File: src/rtl/pipeline_ctrl_pkg.sv
// ---------------------------------------------------------------------------
// pipeline_ctrl_pkg
// Shared definitions for the pipeline control slice: exception code width
// and values, the exception vector, hold polarity, the per-stage stall
// vector patterns and the controller state type.
// ---------------------------------------------------------------------------
package pipeline_ctrl_pkg;

  localparam int EXC_CODE_WIDTH = 5;

  localparam logic [EXC_CODE_WIDTH-1:0] EC_NONE    = 5'h00;
  localparam logic [EXC_CODE_WIDTH-1:0] EC_INT     = 5'h01;
  localparam logic [EXC_CODE_WIDTH-1:0] EC_ADEL    = 5'h04;
  localparam logic [EXC_CODE_WIDTH-1:0] EC_ADES    = 5'h05;
  localparam logic [EXC_CODE_WIDTH-1:0] EC_SYSCALL = 5'h08;
  localparam logic [EXC_CODE_WIDTH-1:0] EC_BREAK   = 5'h09;
  localparam logic [EXC_CODE_WIDTH-1:0] EC_RI      = 5'h0A;
  localparam logic [EXC_CODE_WIDTH-1:0] EC_OV      = 5'h0C;
  localparam logic [EXC_CODE_WIDTH-1:0] EC_ERET    = 5'h1E;

  localparam logic [31:0] EXC_VECTOR = 32'hBFC00380;

  // Hold polarity of a single stall bit.
  localparam logic STOP   = 1'b1;
  localparam logic NOSTOP = 1'b0;

  // Stall vector: bit0 PC, bit1 IF/ID, bit2 ID/EX, bit3 EX/MEM, bit4 MEM/WB,
  // bit5 WB. A request from a stage holds that stage and everything
  // upstream of it; WB itself is never held.
  localparam int STALL_W = 6;

  localparam logic [STALL_W-1:0] STALL_NONE = 6'b000000;
  localparam logic [STALL_W-1:0] STALL_IF   = 6'b000011;
  localparam logic [STALL_W-1:0] STALL_ID   = 6'b000111;
  localparam logic [STALL_W-1:0] STALL_EX   = 6'b001111;
  localparam logic [STALL_W-1:0] STALL_MEM  = 6'b011111;
  // An excepting instruction in MEM must not reach WB, so MEM/WB is held
  // and loads a bubble while the redirect is being set up.
  localparam logic [STALL_W-1:0] STALL_EXC  = STALL_MEM;

  localparam int WDT_W = 16;

  typedef enum logic {
    ST_RUN   = 1'b0,
    ST_FLUSH = 1'b1
  } ctrl_state_e;

  // Redirect target for a detected exception: ERET returns to EPC, all
  // other codes go to the common exception vector.
  function automatic logic [31:0] exc_target(
    input logic [EXC_CODE_WIDTH-1:0] code,
    input logic [31:0]               epc
  );
    return (code == EC_ERET) ? epc : EXC_VECTOR;
  endfunction

endpackage : pipeline_ctrl_pkg

File: src/rtl/pipeline_ctrl_stall_watchdog.sv
// ---------------------------------------------------------------------------
// stall_watchdog
// Counts consecutive stalled cycles and flags a pipeline that has been held
// for WDT_LIMIT cycles or more.
//
// Ports
//   clk          : system clock, rising edge
//   rst          : asynchronous reset, active low
//   stall_active : the pipeline is held this cycle
//   clear        : force the count to zero at the next edge
//   timeout      : count >= WDT_LIMIT while the pipeline is still held
// ---------------------------------------------------------------------------
module stall_watchdog
  import pipeline_ctrl_pkg::*;
#(
  parameter logic [WDT_W-1:0] WDT_LIMIT = 16'd1024
) (
  input  logic clk,
  input  logic rst,
  input  logic stall_active,
  input  logic clear,
  output logic timeout
);

  localparam logic [WDT_W-1:0] WDT_MAX = '1;

  logic [WDT_W-1:0] wdt_cnt;

  always_ff @(posedge clk or negedge rst) begin
    if (!rst) begin
      wdt_cnt <= '0;
    end else if (clear || !stall_active) begin
      wdt_cnt <= '0;
    end else if (wdt_cnt != WDT_MAX) begin
      wdt_cnt <= wdt_cnt + 1'b1;
    end
  end

  // The count is only zeroed at the edge closing a stall-free cycle, so the
  // flag is qualified with stall_active to drop in that same cycle.
  assign timeout = stall_active && (wdt_cnt >= WDT_LIMIT);

endmodule : stall_watchdog

File: src/rtl/pipeline_ctrl.sv
// ---------------------------------------------------------------------------
// pipeline_ctrl
// Stall and flush controller for a five-stage pipeline. Decodes per-stage
// stall requests into a hold vector, turns an exception reported from MEM
// into a one-cycle flush with a PC redirect, watches for runaway stalls and
// counts stalled cycles.
//
// State table
//   state    | meaning
//   ST_RUN   | normal flow; stall decoded from requests, exception detect
//   ST_FLUSH | one cycle: flush = 1, new_pc = captured target, no stall
//
// Ports
//   clk           : system clock, rising edge
//   rst           : asynchronous reset, active low
//   stallreq_if   : IF stage fetch-wait stall request
//   stallreq_id   : ID stage load-use stall request
//   stallreq_ex   : EX stage multi-cycle mul/div stall request
//   stallreq_mem  : MEM stage data-bus wait stall request
//   exc_code_i    : exception code of the instruction in MEM
//   cp0_epc_i     : current CP0 EPC (ERET target)
//   stall         : per-stage hold vector, 1 = hold
//   flush         : clear all pipeline registers at the next edge
//   new_pc        : redirect target, valid only while flush = 1
//   stall_timeout : pipeline held for WDT_LIMIT consecutive cycles or more
//   stall_cycles  : count of cycles with stall != 0 (wraps)
// ---------------------------------------------------------------------------
module pipeline_ctrl
  import pipeline_ctrl_pkg::*;
#(
  parameter logic [WDT_W-1:0] WDT_LIMIT = 16'd1024
) (
  input  logic                      clk,
  input  logic                      rst,
  input  logic                      stallreq_if,
  input  logic                      stallreq_id,
  input  logic                      stallreq_ex,
  input  logic                      stallreq_mem,
  input  logic [EXC_CODE_WIDTH-1:0] exc_code_i,
  input  logic [31:0]               cp0_epc_i,
  output logic [STALL_W-1:0]        stall,
  output logic                      flush,
  output logic [31:0]               new_pc,
  output logic                      stall_timeout,
  output logic [31:0]               stall_cycles
);

  ctrl_state_e state;
  logic [31:0] target;
  logic        exc_valid;
  logic        stall_active;
  logic        in_flush;

  assign exc_valid = (exc_code_i != EC_NONE);
  assign in_flush  = (state == ST_FLUSH);

  // Gated with rst so the hold vector is quiet during reset even though it
  // is a combinational decode of live requests.
  always_comb begin
    stall = STALL_NONE;
    if (rst && (state == ST_RUN)) begin
      if (exc_valid) begin
        stall = STALL_EXC;
      end else if (stallreq_mem == STOP) begin
        stall = STALL_MEM;
      end else if (stallreq_ex == STOP) begin
        stall = STALL_EX;
      end else if (stallreq_id == STOP) begin
        stall = STALL_ID;
      end else if (stallreq_if == STOP) begin
        stall = STALL_IF;
      end
    end
  end

  assign stall_active = (stall != STALL_NONE);

  // Requests and exception codes are not looked at in ST_FLUSH; the
  // controller always spends exactly one cycle there.
  always_ff @(posedge clk or negedge rst) begin
    if (!rst) begin
      state  <= ST_RUN;
      target <= 32'h0;
    end else begin
      case (state)
        ST_RUN: begin
          if (exc_valid) begin
            state  <= ST_FLUSH;
            target <= exc_target(exc_code_i, cp0_epc_i);
          end
        end
        ST_FLUSH: begin
          state <= ST_RUN;
        end
        default: begin
          state <= ST_RUN;
        end
      endcase
    end
  end

  // Async reset drops the state to ST_RUN, which aborts a flush at once.
  assign flush  = in_flush;
  assign new_pc = in_flush ? target : 32'h0;

  always_ff @(posedge clk or negedge rst) begin
    if (!rst) begin
      stall_cycles <= 32'h0;
    end else if (stall_active) begin
      stall_cycles <= stall_cycles + 32'd1;
    end
  end

  stall_watchdog #(
    .WDT_LIMIT (WDT_LIMIT)
  ) u_stall_watchdog (
    .clk          (clk),
    .rst          (rst),
    .stall_active (stall_active),
    .clear        (in_flush),
    .timeout      (stall_timeout)
  );

endmodule : pipeline_ctrl
File: config.mk
export PLATFORM = sky130hd
export DESIGN_NAME = pipeline_ctrl
export DESIGN_NICKNAME = d
export VERILOG_FILES = /design/src/rtl/pipeline_ctrl_pkg.sv /design/src/rtl/pipeline_ctrl_stall_watchdog.sv /design/src/rtl/pipeline_ctrl.sv
export SDC_FILE = /design/constraint.sdc
export NUM_CORES = 1
export LEC_CHECK = 0
export CORE_MARGIN = 3
export CORE_UTILIZATION = 47
export CTS_CLUSTER_DIAMETER = 200
export DETAILED_ROUTE_END_ITERATION = 6
export PLACE_DENSITY_LB_ADDON = 0.3
export SLEW_MARGIN = 20
export SYNTH_ARGS = -nofsm -noshare
export SYNTH_HDL_FRONTEND = slang
export SYNTH_SLANG_ARGS = --single-unit
File: constraint.sdc
create_clock -name clk -period 2.4 [get_ports clk]
set_clock_uncertainty 0.1 [all_clocks]
set_input_delay 0.24 -clock clk [delete_from_list [all_inputs] [get_ports clk]]
set_output_delay 0.24 -clock clk [all_outputs]
set_load 0.02 [all_outputs]
======== Word level (Yosys, flattened, before mapping) ========
Index checks and enable logic that the tools add are counted.
storage, ports and cells
  bits of input ports ..................... 43
  logic and storage cells ................. 30
  register bits ........................... 81
  output and inout port bits .............. 72
cells by class
  reduce and logical (&&, ||, !) cells .... 8
  order comparisons ....................... 1
  bitwise gates (word level) .............. 1
  equality and inequality tests ........... 2
  add/sub/neg operators ................... 2
  mux-type cells .......................... 12
operators by type and width
  cell                   number
  $mux 32                2
  $add 32x1->32 const B  1
  $mux 16                2
  $mux 6                 3
  $add 16x1->16 const B  1
  $ge 16x11->1 const B   1
  $ne 16x16->1 const B   1
  $reduce_bool 6->1      1
  $eq 5x5->1 const B     1
  $reduce_bool 5->1      1
  $mux 4                 1
  $mux 3                 1
  $logic_and 1x1->1      2
  $mux 2                 1
  $pmux 1 s2             1
  $reduce_and 2->1       1
  $reduce_bool 2->1      1
  $logic_not 1->1        1
  $logic_or 1x1->1       1
  $mux 1                 1
  $not 1->1              1

======== Logic depth before layout (Yosys ltp) ========
  word-level depth ........................ 10
  gate-level depth with buffers ........... 8
  depth with buffers taken out ............ 6

======== By module ========
A second synthesis with hierarchy kept.
unflattened totals
  cells, all modules ...................... 416
  area total of the unflattened synthesis .. 4073.9 um2
by module, submodules not included
  module          area each (um2)  sequential area each (um2)  cells each  instances
  pipeline_ctrl   3133.0           1626.6                      326         1
  stall_watchdog  940.9            400.4                       90          1

======== Worst setup path before layout ========
Ideal clock, no wire load.
  path kind ............................... flip-flop to flip-flop
  start ................................... reg u_stall_watchdog.wdt_cnt[0]
  end ..................................... reg u_stall_watchdog.wdt_cnt[3]
  stages on the path, launching flop included .. 8
  clock period less this slack ............ 2.006 ns
  data required time ...................... 2.179 ns
  arrival ................................. 1.785 ns
  buffers on the path ..................... 1
  setup time .............................. 0.121 ns
  setup slack ............................. 0.394 ns
  cell sequence ........................... dfrtp_1 ha_1 nand4_1 or4_4 buf_6 nand4_1 xor2_1 nor2_1
on the way
  longest elaborated chain between the ends .. 3
  elaborated cells between the ends (all ways) .. 5
  classes of those cells .................. add/sub (1); eq/ne (1); mux (2); reduce/logical (1)
ends and longest elaborated chain
  item                    RTL line                            source
  start, declared         pipeline_ctrl_stall_watchdog.sv:27  logic [WDT_W-1:0] wdt_cnt;
  start signal, assigned  pipeline_ctrl_stall_watchdog.sv:35  wdt_cnt <= wdt_cnt + 1'b1;
  $add 16x1->16           pipeline_ctrl_stall_watchdog.sv:35
  $mux 16                 pipeline_ctrl_stall_watchdog.sv:34  end else if (wdt_cnt != WDT_MAX) begin
  $mux 16                 pipeline_ctrl_stall_watchdog.sv:32  end else if (clear || !stall_active) begin
Parallel ways exist; a longest one is shown, timed or not. The select of a mux whose other input is x is not followed.
A chain may end at the register's enable or synchronous reset.

======== Worst setup path after layout ========
  start ................................... in rst
  end ..................................... out stall[1]
on the way
  longest elaborated chain between the ends .. 2
ends and longest elaborated chain
  item               RTL line             source
  start, declared    pipeline_ctrl.sv:34  input logic rst,
  $logic_and 1x1->1  pipeline_ctrl.sv:61  if (rst && (state == ST_RUN)) begin
  $mux 6             pipeline_ctrl.sv:61
  end, declared      pipeline_ctrl.sv:41  output logic [STALL_W-1:0] stall,
No other way between the ends.

==> results.md <==
* Crit end category: output pin
* Final hold slack at 0.335 ns
* CTS clk-pin slew, worst paths at 0.08 ns
* Post-CTS setup buffer count at 0
* Layout Nets at 577
* # setup viols final at 0
* Drt wl/cell at 14.8 µm
* Filler instances at 664
* Final Hold Vio Count at 0
* Final Util at 68.1%
* Dpl cell area at 5140 µm²
* Number of global-route vias before repair at 3128
* Post-Route WL at 9420 µm
* Unrepaired setup endpoints after global routing: no
* Worst Path Required at 2.06 ns
* TritonRoute pass-1 iters at 5
* # port buffers at 113
* Syn Nets at 455
* Synthesis-to-layout area growth at 38.6%
* Proportion of power drawn by the clock network at 27.3%
* Initial antenna violation count at 0
* Post-synthesis sequential area ratio at 52.6%
* Final Max Tran Viols at 0
* Switching part of the total at 32.3%
* Leading area contributor after synthesis: dfrtp_1
* Final ANT Viol Nets at 0
* Pint at 2430 µW
* Min-delay src: cp0_epc_i[3]
* Main synth FF type: dfrtp_1
* Die X at 96.6 µm
* Switch Pwr at 1160 µW
* CP startpoint: rst
* CP Max Fanout at 4
* Peak supply drop at 0.469 mV
* Diode count at 0
* Placed Cells at 621
* H-tree lvl count at 3
* CTS Root Cell: clkbuf_8
* Global Route Usage Sum at 21.3%
* Combinational share of power at 27.2%
* Async set-reset flop share out of synthesis at 100%
* Die height at 96.6 µm
* GPL Wtd Cong at 0.880
* Row cnt at 32
* Status: completed
* Crit path kind: in2out
* Clock Sinks at 81
* Worst-Margin Slew at 0.756 ns
* Max Freq at 428 MHz
* FF-to-FF Start: flush
* Sequential power share at 45.5%
* Leakage power at 0.00238 µW
* Largest net degree at the start of global routing at 62
* Global-route wire length before repair at 15300 µm
* First-iteration detailed-routing DRC count at 137
* Hpwl dp at 6950 µm
* Worst slew margin at 49.6%
* Max-cap check violation count at 0
* Die Footprint at 9330 µm²
* Core area at 7850 µm²
* Grt total ovfl at 0
* Clk buf depth at 2
* Layout cells sized above 1 at 7.46%
* Synthesis-stage register bit count at 81
* YS warnings at 0
* Io pins at 115
* HP Class: in2reg
* Fin crit share at 97.4%
* Pwr dens at 672 nW/µm²
* Worst path arrival time at 2.00 ns
* Multi-input gate area at 1700 µm²
* Number of CTS-inserted buffers at 9
* Initial core utilization at 49.1%
* Number of synthesized flops with an enable pin at 0
* Mapped Cells at 409
* CTS tree: done
* DR vias/cell at 5.09
* Non-Filler Instances at 638
* Post-layout minimum cycle time at 2.34 ns
* FF/Latch Area at 2030 µm²
* Post-synth cell types at 37
* Avg Cell Area, Syn at 9.43 µm²
* Critical path launch point type: primary input
* Synth area leaders: dfrtp_1 53%, nand2_1 8.3%, xnor2_1 5.7%
* Design Area, Final at 5340 µm²
* Yosys top cell area share at 52.6%
* Vias at 3247
* Setup Total Neg Slack at 0 ns
* Synthesized cell area at 3860 µm²
* # DRC at 0
* Worst skew pair latency at 0.35 ns
==> power groups by stage <==
stage	sequential (µW)	combinational, µW	clock (µW)
detailed placement	1660	988	0
finish	1630	976	980
global placement	1650	967	0
CTS	1630	992	999
floorplan	1720	423	0
global route	1660	1060	1070
==> per-layer routing <==
layer,vias to the layer above,global-route usage (%),part of all wire (%)
met5,-,0,0
met4,0,3.97,0.82
met3,9,5.27,4.2
met2,69,36.4,52
met1,1573,27.8,43
li1,1596,-,-
==> kinds of logic after synthesis <==
logic type	count (synthesis)	synth area share (%)
AOI/OAI and AO/OA	24	3.34
xor gates and xnor gates	43	9.77
adders and majority gates	3	0.973
buffers and inverters	27	3.28
DFF	81	52.6
other	1	0.0972
and+or+nand+nor	230	30.0
==> cells in the mapped netlist, types with 2 or more instances <==
| cell type | number |
|---|---|
| a21oi_1 | 6 |
| a31oi_1 | 2 |
| and2_1 | 33 |
| and3_1 | 8 |
| buf_1 | 2 |
| buf_2 | 2 |
| buf_4 | 2 |
| buf_6 | 2 |
| clkbuf_1 | 11 |
| dfrtp_1 | 81 |
| ha_1 | 3 |
| inv_1 | 8 |
| nand2_1 | 85 |
| nand3_1 | 37 |
| nand4_1 | 13 |
| nand4b_1 | 2 |
| nor2_1 | 25 |
| nor2b_1 | 2 |
| nor3_1 | 10 |
| nor4_1 | 4 |
| o21ai_0 | 14 |
| xnor2_1 | 25 |
| xor2_1 | 18 |
==> cell type report <==
cell class / instances / share of cell area (%)
sequential: 81 / 37.9
timing repair buffer: 130 / 23.6
tap: 102 / 2.39
clock inverter: 7 / 1.33
clock buffer: 9 / 2.32
multi-input combinational: 301 / 31.9
inverter: 8 / 0.562
==> repair_timing <==
item | CTS | global route
gates resized for setup | 0 | 1
endpoints found under the setup margin | 0 | 1
endpoints found under the hold margin | 20 | 0
hold buffers | 1 | 0
==> state kept, by name (all words and copies together) (netlist names) <==
name	flops
target	32
u_stall_watchdog.wdt_cnt	16
flush	1
stall_cycles	32
==> worst max-delay path, stage by stage <==
cell	delay [ns]
dlygate4sd3_1	0.53
buf_4	0.14
nand2b_4	0.07
a31o_2	0.26
inv_1	0.12
clkdlybuf4s50_1	0.62
==> final timing paths <==
path	depth (start not counted)	endpoint	slack (ns)
max	6	stall[1]	0.06
min	3	target[3]	0.34
max reg2reg	6	stall_cycles[7]	0.33
min reg2reg	2	target[19]	0.36
max in group asynchronous	4	target[13]	0.80
min in group asynchronous	3	stall_cycles[17]	0.36
==> metrics by stage <==
| step | worst slack, ns | power, µW |
|---|---|---|
| 2_1_floorplan | 0.394 | 2140 |
| 4_1_cts | 0.0280 | 3630 |
| 3_5_place_dp | 0.0366 | 2650 |
| 6_report | 0.0630 | 3590 |
| 5_1_grt | 0.00683 | 3790 |
| 3_3_place_gp | 0.0926 | 2620 |
==> cells in the final DEF, fill, tap and decap left out, types with 8 or more instances in the layout <==
master / netlist / routed
o21ai_0: 14 / 14
and2_1: 33 / 33
nand3_1: 37 / 37
xnor2_1: 25 / 25
xor2_1: 18 / 18
dfrtp_1: 81 / 81
nand4_1: 13 / 13
clkbuf_8: 0 / 9
buf_4: 2 / 17
nand2_1: 85 / 85
nor2_1: 25 / 25
inv_1: 8 / 8
and3_1: 8 / 8
clkdlybuf4s50_1: 0 / 111
nor3_1: 10 / 10
No activity file was read; power rests on OpenSTA's default activity.
